### config.mk
export PLATFORM = sky130hd
export DESIGN_NAME = char_state_handler
export DESIGN_NICKNAME = d
export VERILOG_FILES = /design/src/rtl/char_state_handler_pkg.sv /design/src/rtl/char_state_handler.sv
export SDC_FILE = /design/constraint.sdc
export NUM_CORES = 1
export LEC_CHECK = 0
export ABC_AREA = 1
export CORE_MARGIN = 3
export CORE_UTILIZATION = 50
export CTS_CLUSTER_DIAMETER = 60
export DETAILED_ROUTE_END_ITERATION = 10
export GPL_ROUTABILITY_DRIVEN = 0
export PLACE_DENSITY = 0.88
export SLEW_MARGIN = 10
export SYNTH_ARGS = -nofsm -noshare
export SYNTH_HDL_FRONTEND = slang
export SYNTH_SLANG_ARGS = --single-unit
### constraint.sdc
create_clock -name clk -period 2.31 [get_ports clk]
set_input_delay 0.3465 -clock clk [delete_from_list [all_inputs] [get_ports clk]]
set_output_delay 0.3465 -clock clk [all_outputs]
set_load 0.1 [all_outputs]
### src/rtl/char_state_handler_pkg.sv
// ---------------------------------------------------------------------------
// char_state_handler_pkg
// Shared definitions for the character action FSM: the state encoding used
// by the action FSM, the position handler and the sprite selector, plus
// small decode helpers for the attack states.
// No ports (package).
// ---------------------------------------------------------------------------
package char_state_handler_pkg;

    localparam int STATE_W = 4;
    localparam int CNT_W   = 5;

    typedef enum logic [STATE_W-1:0] {
        IDLE                = 4'd0,
        LEFT                = 4'd1,
        RIGHT               = 4'd2,
        ATTACK_START        = 4'd3,
        ATTACK_ACTIVE       = 4'd4,
        ATTACK_RECOVERY     = 4'd5,
        ATTACK_DIR_START    = 4'd6,
        ATTACK_DIR_ACTIVE   = 4'd7,
        ATTACK_DIR_RECOVERY = 4'd8
    } charState_e;

    // True in any of the six attack phases (neutral or directional).
    function automatic logic isAttackState(input charState_e s);
        return (s == ATTACK_START)     || (s == ATTACK_ACTIVE)     ||
               (s == ATTACK_RECOVERY)  || (s == ATTACK_DIR_START)  ||
               (s == ATTACK_DIR_ACTIVE)|| (s == ATTACK_DIR_RECOVERY);
    endfunction

    // True while the hitbox is out.
    function automatic logic isHitboxState(input charState_e s);
        return (s == ATTACK_ACTIVE) || (s == ATTACK_DIR_ACTIVE);
    endfunction

endpackage

### src/rtl/char_state_handler.sv
// ---------------------------------------------------------------------------
// char_state_handler
// Character action FSM. Turns the synchronised per-player buttons into the
// 4-bit character state consumed by the position and render blocks. One clock
// cycle is one game frame.
//
// Ports:
//   clk           in   frame clock
//   rst           in   synchronous active-low reset (0 = reset)
//   btn_left      in   left held, active-high
//   btn_right     in   right held, active-high
//   btn_attack    in   attack button, active-high (edge triggered)
//   state         out  registered character state
//   hitbox_active out  1 in ATTACK_ACTIVE / ATTACK_DIR_ACTIVE
//   busy          out  1 in any attack phase
//   frame_cnt     out  frames left in the current attack phase after this one
// ---------------------------------------------------------------------------
module char_state_handler
    import char_state_handler_pkg::*;
#(
    parameter logic [4:0] ATK_START_FR  = 5'd5,
    parameter logic [4:0] ATK_ACTIVE_FR = 5'd2,
    parameter logic [4:0] ATK_RECOV_FR  = 5'd16,
    parameter logic [4:0] DIR_START_FR  = 5'd4,
    parameter logic [4:0] DIR_ACTIVE_FR = 5'd3,
    parameter logic [4:0] DIR_RECOV_FR  = 5'd15
) (
    input  logic             clk,
    input  logic             rst,
    input  logic             btn_left,
    input  logic             btn_right,
    input  logic             btn_attack,
    output logic [3:0]       state,
    output logic             hitbox_active,
    output logic             busy,
    output logic [4:0]       frame_cnt
);

    // A zero-length phase cannot be represented by the count-down scheme.
    if (ATK_START_FR == 5'd0 || ATK_ACTIVE_FR == 5'd0 || ATK_RECOV_FR == 5'd0 ||
        DIR_START_FR == 5'd0 || DIR_ACTIVE_FR == 5'd0 || DIR_RECOV_FR == 5'd0) begin : gBadPhaseLen
        $error("char_state_handler: attack phase frame counts must be 1..31");
    end

    charState_e       state_q, state_d;
    logic [CNT_W-1:0] frameCnt_q, frameCnt_d;
    logic             atkDly_q;

    logic             atkRise;
    logic             dirHeld;
    charState_e       moveState;

    // Next-state decode. Attack phases count frameCnt down to zero and then
    // load the next phase length minus one, so each phase lasts exactly its
    // parameter in frames. Buttons are only looked at from free states, and
    // the last recovery frame only honours movement so attacks never chain.
    always_comb begin
        atkRise    = btn_attack & ~atkDly_q;
        dirHeld    = btn_left ^ btn_right;
        moveState  = IDLE;
        state_d    = state_q;
        frameCnt_d = frameCnt_q;

        if (btn_left & ~btn_right) begin
            moveState = LEFT;
        end else if (btn_right & ~btn_left) begin
            moveState = RIGHT;
        end

        case (state_q)
            IDLE, LEFT, RIGHT: begin
                if (atkRise & dirHeld) begin
                    state_d    = ATTACK_DIR_START;
                    frameCnt_d = DIR_START_FR - 5'd1;
                end else if (atkRise) begin
                    state_d    = ATTACK_START;
                    frameCnt_d = ATK_START_FR - 5'd1;
                end else begin
                    state_d    = moveState;
                    frameCnt_d = '0;
                end
            end
            ATTACK_START: begin
                if (frameCnt_q != '0) begin
                    frameCnt_d = frameCnt_q - 5'd1;
                end else begin
                    state_d    = ATTACK_ACTIVE;
                    frameCnt_d = ATK_ACTIVE_FR - 5'd1;
                end
            end
            ATTACK_ACTIVE: begin
                if (frameCnt_q != '0) begin
                    frameCnt_d = frameCnt_q - 5'd1;
                end else begin
                    state_d    = ATTACK_RECOVERY;
                    frameCnt_d = ATK_RECOV_FR - 5'd1;
                end
            end
            ATTACK_DIR_START: begin
                if (frameCnt_q != '0) begin
                    frameCnt_d = frameCnt_q - 5'd1;
                end else begin
                    state_d    = ATTACK_DIR_ACTIVE;
                    frameCnt_d = DIR_ACTIVE_FR - 5'd1;
                end
            end
            ATTACK_DIR_ACTIVE: begin
                if (frameCnt_q != '0) begin
                    frameCnt_d = frameCnt_q - 5'd1;
                end else begin
                    state_d    = ATTACK_DIR_RECOVERY;
                    frameCnt_d = DIR_RECOV_FR - 5'd1;
                end
            end
            ATTACK_RECOVERY, ATTACK_DIR_RECOVERY: begin
                if (frameCnt_q != '0) begin
                    frameCnt_d = frameCnt_q - 5'd1;
                end else begin
                    state_d    = moveState;
                    frameCnt_d = '0;
                end
            end
            default: begin
                state_d    = IDLE;
                frameCnt_d = '0;
            end
        endcase
    end

    // State, phase counter and attack edge register. The edge register resets
    // to 1 so an attack button held through reset needs a fresh press.
    always_ff @(posedge clk) begin
        if (!rst) begin
            state_q    <= IDLE;
            frameCnt_q <= '0;
            atkDly_q   <= 1'b1;
        end else begin
            state_q    <= state_d;
            frameCnt_q <= frameCnt_d;
            atkDly_q   <= btn_attack;
        end
    end

    assign state         = state_q;
    assign frame_cnt     = frameCnt_q;
    assign busy          = isAttackState(state_q);
    assign hitbox_active = isHitboxState(state_q);

endmodule

==> summary.md, run 1 <==
| Metric | Value |
|---|---|
| Status | finished clean |
| Synth Area per Inst | just over 6 um^2 |
| Worst min path class | reg2reg |
| Cell taking the most area after synthesis | dfxtp_1 |
| Setup Buffers After CTS | 0 |
| Global route overflow | 0 |
| Chip height | about 44 um |
| Hold Fails Final Rpt | 0 |
| Crit path from | state[1] |
| Final wirelength | 1790 um |
| Crit path time final | 1.73 ns |
| DIE AREA | roughly 0.0020 mm^2 |
| Critical Path End | busy |
| Synth top area share | 27.2% |
| P_leak | about 0.51 nW |
| Number of synthesized flops with an enable pin | 0 |
| First-pass GRT wire length | approximately 2900 um |
| Asr flop ratio synth | 0% |
| CP max FO | 6 |
| Yosys reg bits | 10 |
| Syn Nets | between 100 and 150 |
| FP Rows | 13 |
| Placed cells | 151 |
| Cts hold-fix bufs | 0 |
| Post-DP HPWL | 1340 um |
| Antenna violations before repair | 0 |
| R2r endpoint | frame_cnt[1] |
| Final Util | 68.9% |
| Critical Path Sink Type | output pin |
| Die W | ~44 um |
| WP data required | ~2.0 ns |
| Clock Skew | roughly 0.0020 ns |
| Total CTS buffers | 3 |
| Initial Util | a little under three fifths |
| Synthesized area | around 740 um^2 |
| Power Density | roughly 670 mW/mm^2 |
| Setup TNS | 0 ns |
| Via count | roughly 800 |
| Yosys Warn Count | 0 |
| Clk pin slew, worst setup/hold paths | around 0.070 ns |
| I/O pins | 16 |
| Peak supply drop | roughly 0.00042 V |
| Slew at the pin with the worst max-slew slack | 0.357 ns |
| Final setup fails | 0 |
| Critical path class | reg2out |
| TritonCTS Sinks | 10 |
| Post-synth cell types | 20 |
| Max Slew Vio Count | 0 |
| Reg2reg path depth | 8 |
| R2r setup slk | about 0.85 ns |
| Routed wire per std cell | ~12 um |
| Area delta synth->final | 24.8% |
| CTS tree | yes |
| # DRC | 0 |
| Core ar. | ~0.0013 mm^2 |
| # diodes | 0 |
| Seq/Total Area, Yosys | about 27% |
| Cell count after synthesis | ~120 |
| Unrepaired setup endpoints after global routing | false |
| Fmax | 578 MHz |
| Reg2reg start | frame_cnt[0] |
| Detailed Route Iter0 Violations | 25 |
| Largest net degree at the start of global routing | 13 |
| Drt first pass iters | 4 |
| CP startpoint kind | flop |
| Clk root buf | clkbuf_4 |
| Synth cell count leaders | 31 x nand2_1, 22 x inv_1, 17 x nor2_1, 12 x nand3_1, 10 x dfxtp_1 |
| Post-synth top flop | dfxtp_1 |
| Critical path arrival | about 1.4 ns |
| Gr usage total | between 10% and 20% |
| Slew headroom | 76.1% |
| Clk buf depth | 2 |
| Latest clock arrival within the worst-skew pair | 0.27 ns |
| Post-cts sizing count | 0 |
| IO Port Bufs | 15 |
| Count leader, synth | nand2_1 |
| Total power draw | roughly 0.62 mW |
| Fin cells | 155 |
| Layout Nets | 149 |
| H-tree levels | 1 |
| Vias in the first global route | around 700 |
| Vias per Instance | just over 5 |
| Antenna Violating Nets Remaining | 0 |
| Max_cap viols | 0 |
| Synth top area cells | dfxtp_1 27%, nand2_1 16%, inv_1 11%, nor2_1 8.7%, nand3_1 8.2% |
| Final period util | between 70 and 80% |
| Layout cells sized above 1 | between 20 and 25% |
-- report_power, final --
group          total [mW]  internal (mW)  switching (mW)  leakage, nW
clock               0.164         0.0958          0.0682       0.0210
combinational       0.253         0.0621           0.191        0.407
sequential          0.198          0.185          0.0133       0.0833
total               0.615          0.343           0.272        0.511
-- per-stage QoR --
step / setup slack (ns) / cell area [um^2] / hold slack, ns
after floorplan: 0.277 / 752 / 0.415
final: 0.581 / 918 / 0.484
after global routing: 0.500 / 918 / 0.506
after detailed placement: 0.521 / 882 / 0.471
after global placement: 0.581 / 882 / 0.462
after CTS: 0.563 / 918 / 0.481
-- metal layers --
layer | vias up | routed length (um) | global-route usage [%]
met5 | - | 0 | 0
met4 | 0 | 46 | 9.64
met3 | 7 | 173 | 4.07
met2 | 37 | 824 | 32.6
met1 | 338 | 745 | 24.4
li1 | 417 | - | -
-- how the worst min path moves through the flow --
stage               cells past startpoint  slack (ns)    startpoint           end
global route                            2        0.51  frame_cnt[4]  frame_cnt[4]
floorplan                               1        0.42           rst      atkDly_q
CTS                                     2        0.48  frame_cnt[4]  frame_cnt[4]
finish                                  2        0.48  frame_cnt[4]  frame_cnt[4]
global placement                        2        0.46  frame_cnt[4]  frame_cnt[4]
detailed placement                      2        0.47  frame_cnt[4]  frame_cnt[4]
-- sequential cells by signal, summed over array words and instances, names as in the netlist --
name       cells
state          4
frame_cnt      5
atkDly_q       1
-- cell type report --
| type | instances | area, um^2 |
|---|---|---|
| multi-input combinational | 88 | 449 |
| inverter | 23 | 86.3 |
| clock buffer | 4 | 36.3 |
| fill | 120 | 415 |
| sequential | 10 | 205 |
| timing repair buffer | 15 | 123 |
| tap | 15 | 18.8 |
-- logic make-up after synthesis --
family / count (synthesis) / share of synthesized area (%)
adders and majority gates: 3 / 5.10
xor gates and xnor gates: 1 / 1.19
DFF: 10 / 27.2
buffers and inverters: 24 / 13.3
AOI/OAI and AO/OA: 15 / 10.9
and+or+nand+nor: 69 / 42.3
-- cells in the final DEF, fill, tap and decap left out --
cell type	count
clkdlybuf4s50_1	4
clkbuf_8	1
clkbuf_4	3
nor2_1	17
a21oi_1	6
nor2_2	1
inv_1	22
buf_4	11
nand3_2	1
nand2_4	1
nand2_2	3
o21ai_0	6
dfxtp_2	4
dfxtp_1	6
nand3b_2	1
a21oi_4	1
nand4_1	1
nand3_1	12
inv_2	1
xor2_1	1
ha_1	3
a21oi_2	1
nand2_1	31
nand3b_1	1
a31oi_1	1
-- worst max-delay path, cell delays in order (launching register included) --
cell and delay [ns]:
dfxtp_2 0.38, nand2_1 0.16, inv_1 0.10, nand2_2 0.06
nand3_2 0.12, buf_4 0.30
Note: power is estimated with default switching activity, not from simulation.
==> inputs of run 2 (changes only) <==
--- a/config.mk
+++ b/config.mk
@@ -7,11 +7,11 @@
 export LEC_CHECK = 0
 export ABC_AREA = 1
 export CORE_MARGIN = 3
-export CORE_UTILIZATION = 50
+export CORE_UTILIZATION = 48
 export CTS_CLUSTER_DIAMETER = 60
 export DETAILED_ROUTE_END_ITERATION = 10
 export GPL_ROUTABILITY_DRIVEN = 0
-export PLACE_DENSITY = 0.88
+export PLACE_DENSITY = 0.85
 export SLEW_MARGIN = 10
 export SYNTH_ARGS = -nofsm -noshare
 export SYNTH_HDL_FRONTEND = slang
==> constraint.sdc (replaced) <==
create_clock -name clk -period 1.6 [get_ports clk]
set_input_delay 0.24 -clock clk [delete_from_list [all_inputs] [get_ports clk]]
set_output_delay 0.24 -clock clk [all_outputs]
set_load 0.1 [all_outputs]
==> run 2 against run 1 <==
Against the previous run:
- final cell count up 0.65%
- first-iteration DRC count up 32%
- flip-flop and latch count is the same
- highest routed layer unchanged
- setup slack got worse by 0.49 ns
- final area increased by 21%
==> summary.md, run 2 (same netlist as run 1, synthesis figures left out) <==
| Metric | Value |
|---|---|
| Reg power frac | 31.9% (-0.3 points) |
| First-pass GRT wire length | 3520 um (+22%) |
| Core ar. | 0.00137 mm^2 (+2.4%) |
| # diodes | 0 (unchanged) |
| IO Port Bufs | 15 (unchanged) |
| Clk buf depth | 2 (unchanged) |
| Detailed Route Iter0 Violations | 33 (+32%) |
| NetSw | 0.423 mW (+55%) |
| Layout Nets | 151 (+1.3%) |
| H-tree levels | 1 (unchanged) |
| Final period util | ~94% |
| Setup TNS | 0 ns (unchanged) |
| TritonCTS Sinks | 10 (unchanged) |
| Final setup fails | 0 (unchanged) |
| WP data required | 1.78 ns (-0.18 ns) |
| Drt first pass iters | 4 (unchanged) |
| Fmax | 664 MHz |
| FP Rows | 13 (unchanged) |
| Final worst slack | 0.0941 ns (-0.486 ns) |
| Status | finished clean |
| Global route overflow | 0 (unchanged) |
| Highest-count cells in the layout ignoring fill and taps | 29 x nand2_1, 22 x inv_1, 14 x nor2_1 |
| Routed wire per std cell | 13.7 um (+18%) |
| Largest net degree at the start of global routing | 13 (unchanged) |
| Vias per Instance | 5.54 (+7.6%) |
| DIE AREA | 0.00204 mm^2 (+3.6%) |
| P_leak | 0.557 nW (+8.8%) |
| CP startpoint kind | flop |
| Clk pin slew, worst setup/hold paths | 0.07 ns (about the same) |
| Max Slew Vio Count | 0 (unchanged) |
| Post-DP HPWL | 1630 um (+22%) |
| Critical path arrival | 1.68 ns (+0.30 ns) |
| Worst min path class | reg2reg |
| Vias in the first global route | 796 (+17%) |
| Internal power | 0.504 mW (+47%) |
| CTS tree | yes |
| Total power draw | 0.927 mW (+51%) |
| Chip height | 45.2 um (+1.8%) |
| Pre-CTS setup slack | -0.118 ns (-0.639 ns) |
| Latest clock arrival within the worst-skew pair | 0.27 ns (about the same) |
| Power Density | 833 mW/mm^2 (+24%) |
| Max_cap viols | 0 (unchanged) |
| Final wirelength | 2130 um (+19%) |
| Gr usage total | 24.2% (+4.4 points) |
| Comb pwr share | 48.4% (+7.3 points) |
| # DRC | 0 (unchanged) |
| Critical path class | reg2reg |
| Layout cells sized above 1 | 28.4% (+7.7 points) |
| Via count | 865 (+8.3%) |
| Commonest non-fill, non-tap cell in the layout | nand2_1 |
| Total CTS buffers | 3 (unchanged) |
| Setup Buffers After CTS | 0 (unchanged) |
| Area delta synth->final | 51.2% |
| Clk root buf | clkbuf_4 |
| I/O pins | 16 (unchanged) |
| FILL cells | 101 (-16%) |
| CP max FO | 12 (+6) |
| Crit path time final | around 1.5 ns |
| Switching Fraction | 45.6% (+1.4 points) |
| Clock Skew | 0.00514 ns (+0.00316 ns) |
| Peak supply drop | 0.000649 V (+54%) |
| Unrepaired setup endpoints after global routing | false |
| Clock power share | 19.7% (-7.0 points) |
| Slew headroom | 75.1% (-0.97 points) |
| Antenna violations before repair | 0 (unchanged) |
| Slew at the pin with the worst max-slew slack | 0.372 ns (+0.0146 ns) |
| Hold_ws | 0.508 ns (+0.0240 ns) |
| Critical Path Sink Type | flop |
| Hold Fails Final Rpt | 0 (unchanged) |
| Antenna Violating Nets Remaining | 0 (unchanged) |
| Die W | 45.2 um (+1.8%) |
| Initial Util | 53.8% (-1.3 points) |
| Max reg flops | 5 (unchanged) |
## run 2: cell types whose count changed in the layout (fill, tap and decap cells not counted), sizes merged
cell	delta
clkbuf	-1
buf	+2
## run 2: critical path: stages (launching register included)
cell and delay, ns:
dfxtp_4 0.36, inv_1 0.08, ha_1 0.27, nand3b_4 0.19, a21oi_2 0.21, nand3_1 0.14
nand3_1 0.11, inv_1 0.04
## run 2: cell type report
type | instances | area, um^2 | share of cell area [%]
multi-input cells | 88 | 483 | 43.4
flip-flops and latches | 10 | 226 | 20.4
clock buffers | 3 | 22.5 | 2.02
inverters | 23 | 86.3 | 7.76
repair buffers | 17 | 275 | 24.7
well taps | 15 | 18.8 | 1.69
## run 2: worst paths after layout
check | startpoint | end | slack [ns] | cells past startpoint
worst max-delay path | frame_cnt[0] | frame_cnt[0] | 0.09 | 7
worst min-delay path | frame_cnt[4] | frame_cnt[4] | 0.51 | 2
worst max register to register | frame_cnt[0] | frame_cnt[0] | 0.09 | 7
worst min register to register | frame_cnt[4] | frame_cnt[4] | 0.51 | 2
## run 2: timing repair
item | 4_1_cts | 5_1_grt
gates resized for setup | 0 | 7
setup endpoints to repair | 0 | 4
hold buffers | 0 | 0
endpoints found under the hold margin | 0 | 0
## run 2: per-layer routing
metal / track usage, % / up-vias / routed length (um)
li1: - / 422 / -
met1: 26.0 / 393 / 771
met2: 42.9 / 42 / 1130
met3: 6.77 / 8 / 171
met4: 11.7 / 0 / 55
met5: 0 / - / 0
## run 2: power by group through the flow
stage / clock network, mW / logic (mW) / registers, mW
floorplan: 0 / 0.198 / 0.395
global placement: 0 / 0.415 / 0.297
detailed placement: 0 / 0.430 / 0.298
CTS: 0.178 / 0.434 / 0.292
global route: 0.200 / 0.470 / 0.300
finish: 0.182 / 0.448 / 0.296
## run 2: stage by stage
| stage | cell area [um^2] | cells | utilization (%) |
|---|---|---|---|
| floorplan | 781 | 122 | - |
| global placement | 1060 | 153 | 77.8 |
| detailed placement | 1060 | 153 | 77.8 |
| CTS | 1090 | 156 | 79.5 |
| global route | 1110 | 156 | 81.4 |
| finish | 1110 | 156 | 81.4 |
==> inputs of run 3 (changes only) <==
--- a/config.mk
+++ b/config.mk
@@ -7,11 +7,12 @@
 export LEC_CHECK = 0
 export ABC_AREA = 1
 export CORE_MARGIN = 3
-export CORE_UTILIZATION = 48
+export CORE_UTILIZATION = 50
 export CTS_CLUSTER_DIAMETER = 60
 export DETAILED_ROUTE_END_ITERATION = 10
 export GPL_ROUTABILITY_DRIVEN = 0
-export PLACE_DENSITY = 0.85
+export HOLD_SLACK_MARGIN = 0.1
+export PLACE_DENSITY = 0.88
 export SLEW_MARGIN = 10
 export SYNTH_ARGS = -nofsm -noshare
 export SYNTH_HDL_FRONTEND = slang
==> constraint.sdc (replaced) <==
create_clock -name clk -period 1.95 [get_ports clk]
set_input_delay 0.2925 -clock clk [delete_from_list [all_inputs] [get_ports clk]]
set_output_delay 0.2925 -clock clk [all_outputs]
set_load 0.1 [all_outputs]
==> run 3 against run 2 <==
Against the previous run:
- sequential share of layout area is 1.3 points higher
- flip-flop and latch count stayed put
- die area is 3.5% lower
- routed wire length is 16% lower
- clock-buffer cell count is 1 higher
- critical path depth is 2 lower
- setup slack better by 0.29 ns
- combinational power is 30% lower
- power is 19% lower
- register-to-register slack better by 0.38 ns
- sequential power is 21% lower
- non-clock buffer count is 2 lower
- largest power group unchanged
==> summary.md, run 3 (same netlist as run 1, synthesis figures left out) <==
| Metric | Value |
|---|---|
| Fin cells | 155 (-0.64%) |
| WL met1 | 779 um (+1.0%) |
| Final period util | 80.4% |
| Hold Fails Final Rpt | 0 (unchanged) |
| Core ar. | 0.00133 mm^2 (-2.4%) |
| Clock power share | 26.7% (+7.0 points) |
| Die W | 44.4 um (-1.7%) |
| DIE AREA | 0.00197 mm^2 (-3.5%) |
| Antenna Violating Nets Remaining | 0 (unchanged) |
| Initial Util | 55.2% (+1.3 points) |
| Global route overflow | 0 (unchanged) |
| Internal power | 0.418 mW (-17%) |
| Fmax | ~640 MHz |
| Final wirelength | 1790 um (-16%) |
| Post-DP HPWL | 1360 um (-17%) |
| Worst min path class | reg2reg |
| FILL cells | 115 (+14%) |
| Critical Path Sink Type | output pin |
| Cts hold-fix bufs | 0 (unchanged) |
| Switching Fraction | 44.2% (-1.4 points) |
| Max reg flops | 5 (unchanged) |
| DR WL met3 | 151 um (-12%) |
| Largest net degree at the start of global routing | 13 (unchanged) |
| Clk pin slew, worst setup/hold paths | 0.07 ns (about the same) |
| TritonCTS Sinks | 10 (unchanged) |
| Slew at the pin with the worst max-slew slack | 0.360 ns (-0.0118 ns) |
| Finished Cell Area | 952 um^2 (-14%) |
| # DRC | 0 (unchanged) |
| Slew headroom | 75.9% (+0.79 points) |
| # diodes | 0 (unchanged) |
| Clock Skew | 0.00275 ns (-0.00239 ns) |
| Placed cells | 151 (-1.3%) |
| Setup TNS | 0 ns (unchanged) |
| H-tree levels | 1 (unchanged) |
| WP data required | 1.66 ns (-0.12 ns) |
| Power Density | 787 mW/mm^2 (-5.5%) |
| P_leak | 0.519 nW (-6.8%) |
| Commonest non-fill, non-tap cell in the layout | nand2_1 |
| Status | finished clean |
| Comb pwr share | 42.0% (-6.4 points) |
| Routed wire per std cell | 11.5 um (-16%) |
| Gr usage total | 20.8% (-3.4 points) |
| Post-cts sizing count | 0 (unchanged) |
| Total power draw | 0.750 mW (-19%) |
| Antenna violations before repair | 0 (unchanged) |
| Vias per Instance | 5.35 (-3.4%) |
| Storage element area | 206 um^2 (-8.8%) |
| Area delta synth->final | 29.4% |
| Detailed Route Iter0 Violations | 47 (+42%) |
| Unrepaired setup endpoints after global routing | false |
| Drt first pass iters | 4 (unchanged) |
| Crit path time final | about 1.6 ns |
| Max_cap viols | 0 (unchanged) |
| Critical path arrival | 1.28 ns (-0.40 ns) |
| Highest routed metal layer | met4 |
| Clk buf depth | 2 (unchanged) |
| Via count | 830 (-4.0%) |
| CTS tree | yes |
| Final setup fails | 0 (unchanged) |
| FP Rows | 13 (unchanged) |
| Setup Buffers After CTS | 0 (unchanged) |
| Multi-input logic area | 457 um^2 (-5.4%) |
| First-pass GRT wire length | 2990 um (-15%) |
| HP Start | frame_cnt[4] |
| Metal2 WL | 805 um (-29%) |
| Chip height | 44.4 um (-1.7%) |
| Hold_ws | 0.481 ns (-0.0263 ns) |
| Max Slew Vio Count | 0 (unchanged) |
| Layout Nets | 149 (-1.3%) |
| Final worst slack | 0.382 ns (+0.288 ns) |
| Placed inst area | 916 um^2 (-14%) |
| I/O pins | 16 (unchanged) |
| Reg2reg start | frame_cnt[0] |
| Clk root buf | clkbuf_4 |
| Vias in the first global route | 728 (-8.5%) |
| Reg power frac | 31.3% (-0.6 points) |
| CP max FO | 6 (-6) |
| Layout cells sized above 1 | 21.4% (-6.9 points) |
| Pre-CTS setup slack | 0.202 ns (+0.320 ns) |
| Critical path class | reg2out |
| Highest-count cells in the layout ignoring fill and taps | 31 x nand2_1, 22 x inv_1, 17 x nor2_1 |
| IO Port Bufs | 15 (unchanged) |
| CP startpoint kind | flop |
| NetSw | 0.331 mW (-22%) |
| Final Util | 71.4% (-10 points) |
| Total CTS buffers | 3 (unchanged) |
| Latest clock arrival within the worst-skew pair | 0.28 ns (about the same) |
| Peak supply drop | 0.000559 V (-14%) |
| Crit path from | state[1] |
## run 3: power by group through the flow
stage	logic [mW]	clock network [mW]	registers (mW)
final	0.315	0.200	0.235
after global routing	0.340	0.210	0.237
after CTS	0.314	0.196	0.235
after detailed placement	0.312	0	0.239
after global placement	0.307	0	0.239
after floorplan	0.163	0	0.326
## run 3: worst max-delay path, cell delays in order (launching register included)
cell	delay, ns
dfxtp_2	0.37
nand2_1	0.15
inv_1	0.10
nand2_2	0.07
nand3_4	0.12
buf_12	0.18
## run 3: final timing paths
check / to / cells past startpoint / slack, ns
max: busy / 5 / 0.38
min: frame_cnt[4] / 2 / 0.48
max reg2reg: frame_cnt[0] / 7 / 0.47
min reg2reg: frame_cnt[4] / 2 / 0.48
## run 3: area by class of cell
| class | instances | share of cell area, % |
|---|---|---|
| Timing Repair Buffer | 15 | 15.5 |
| Inverter | 23 | 9.07 |
| Clock buffer | 4 | 3.81 |
| Sequential cell | 10 | 21.7 |
| Tap cell | 15 | 1.97 |
| Multi-Input combinational cell | 88 | 48.0 |
## run 3: routing by layer
layer,up-vias,track usage [%]
met5,-,0
met4,0,12.7
met3,9,6.10
met2,46,30.8
met1,356,26.5
li1,419,-
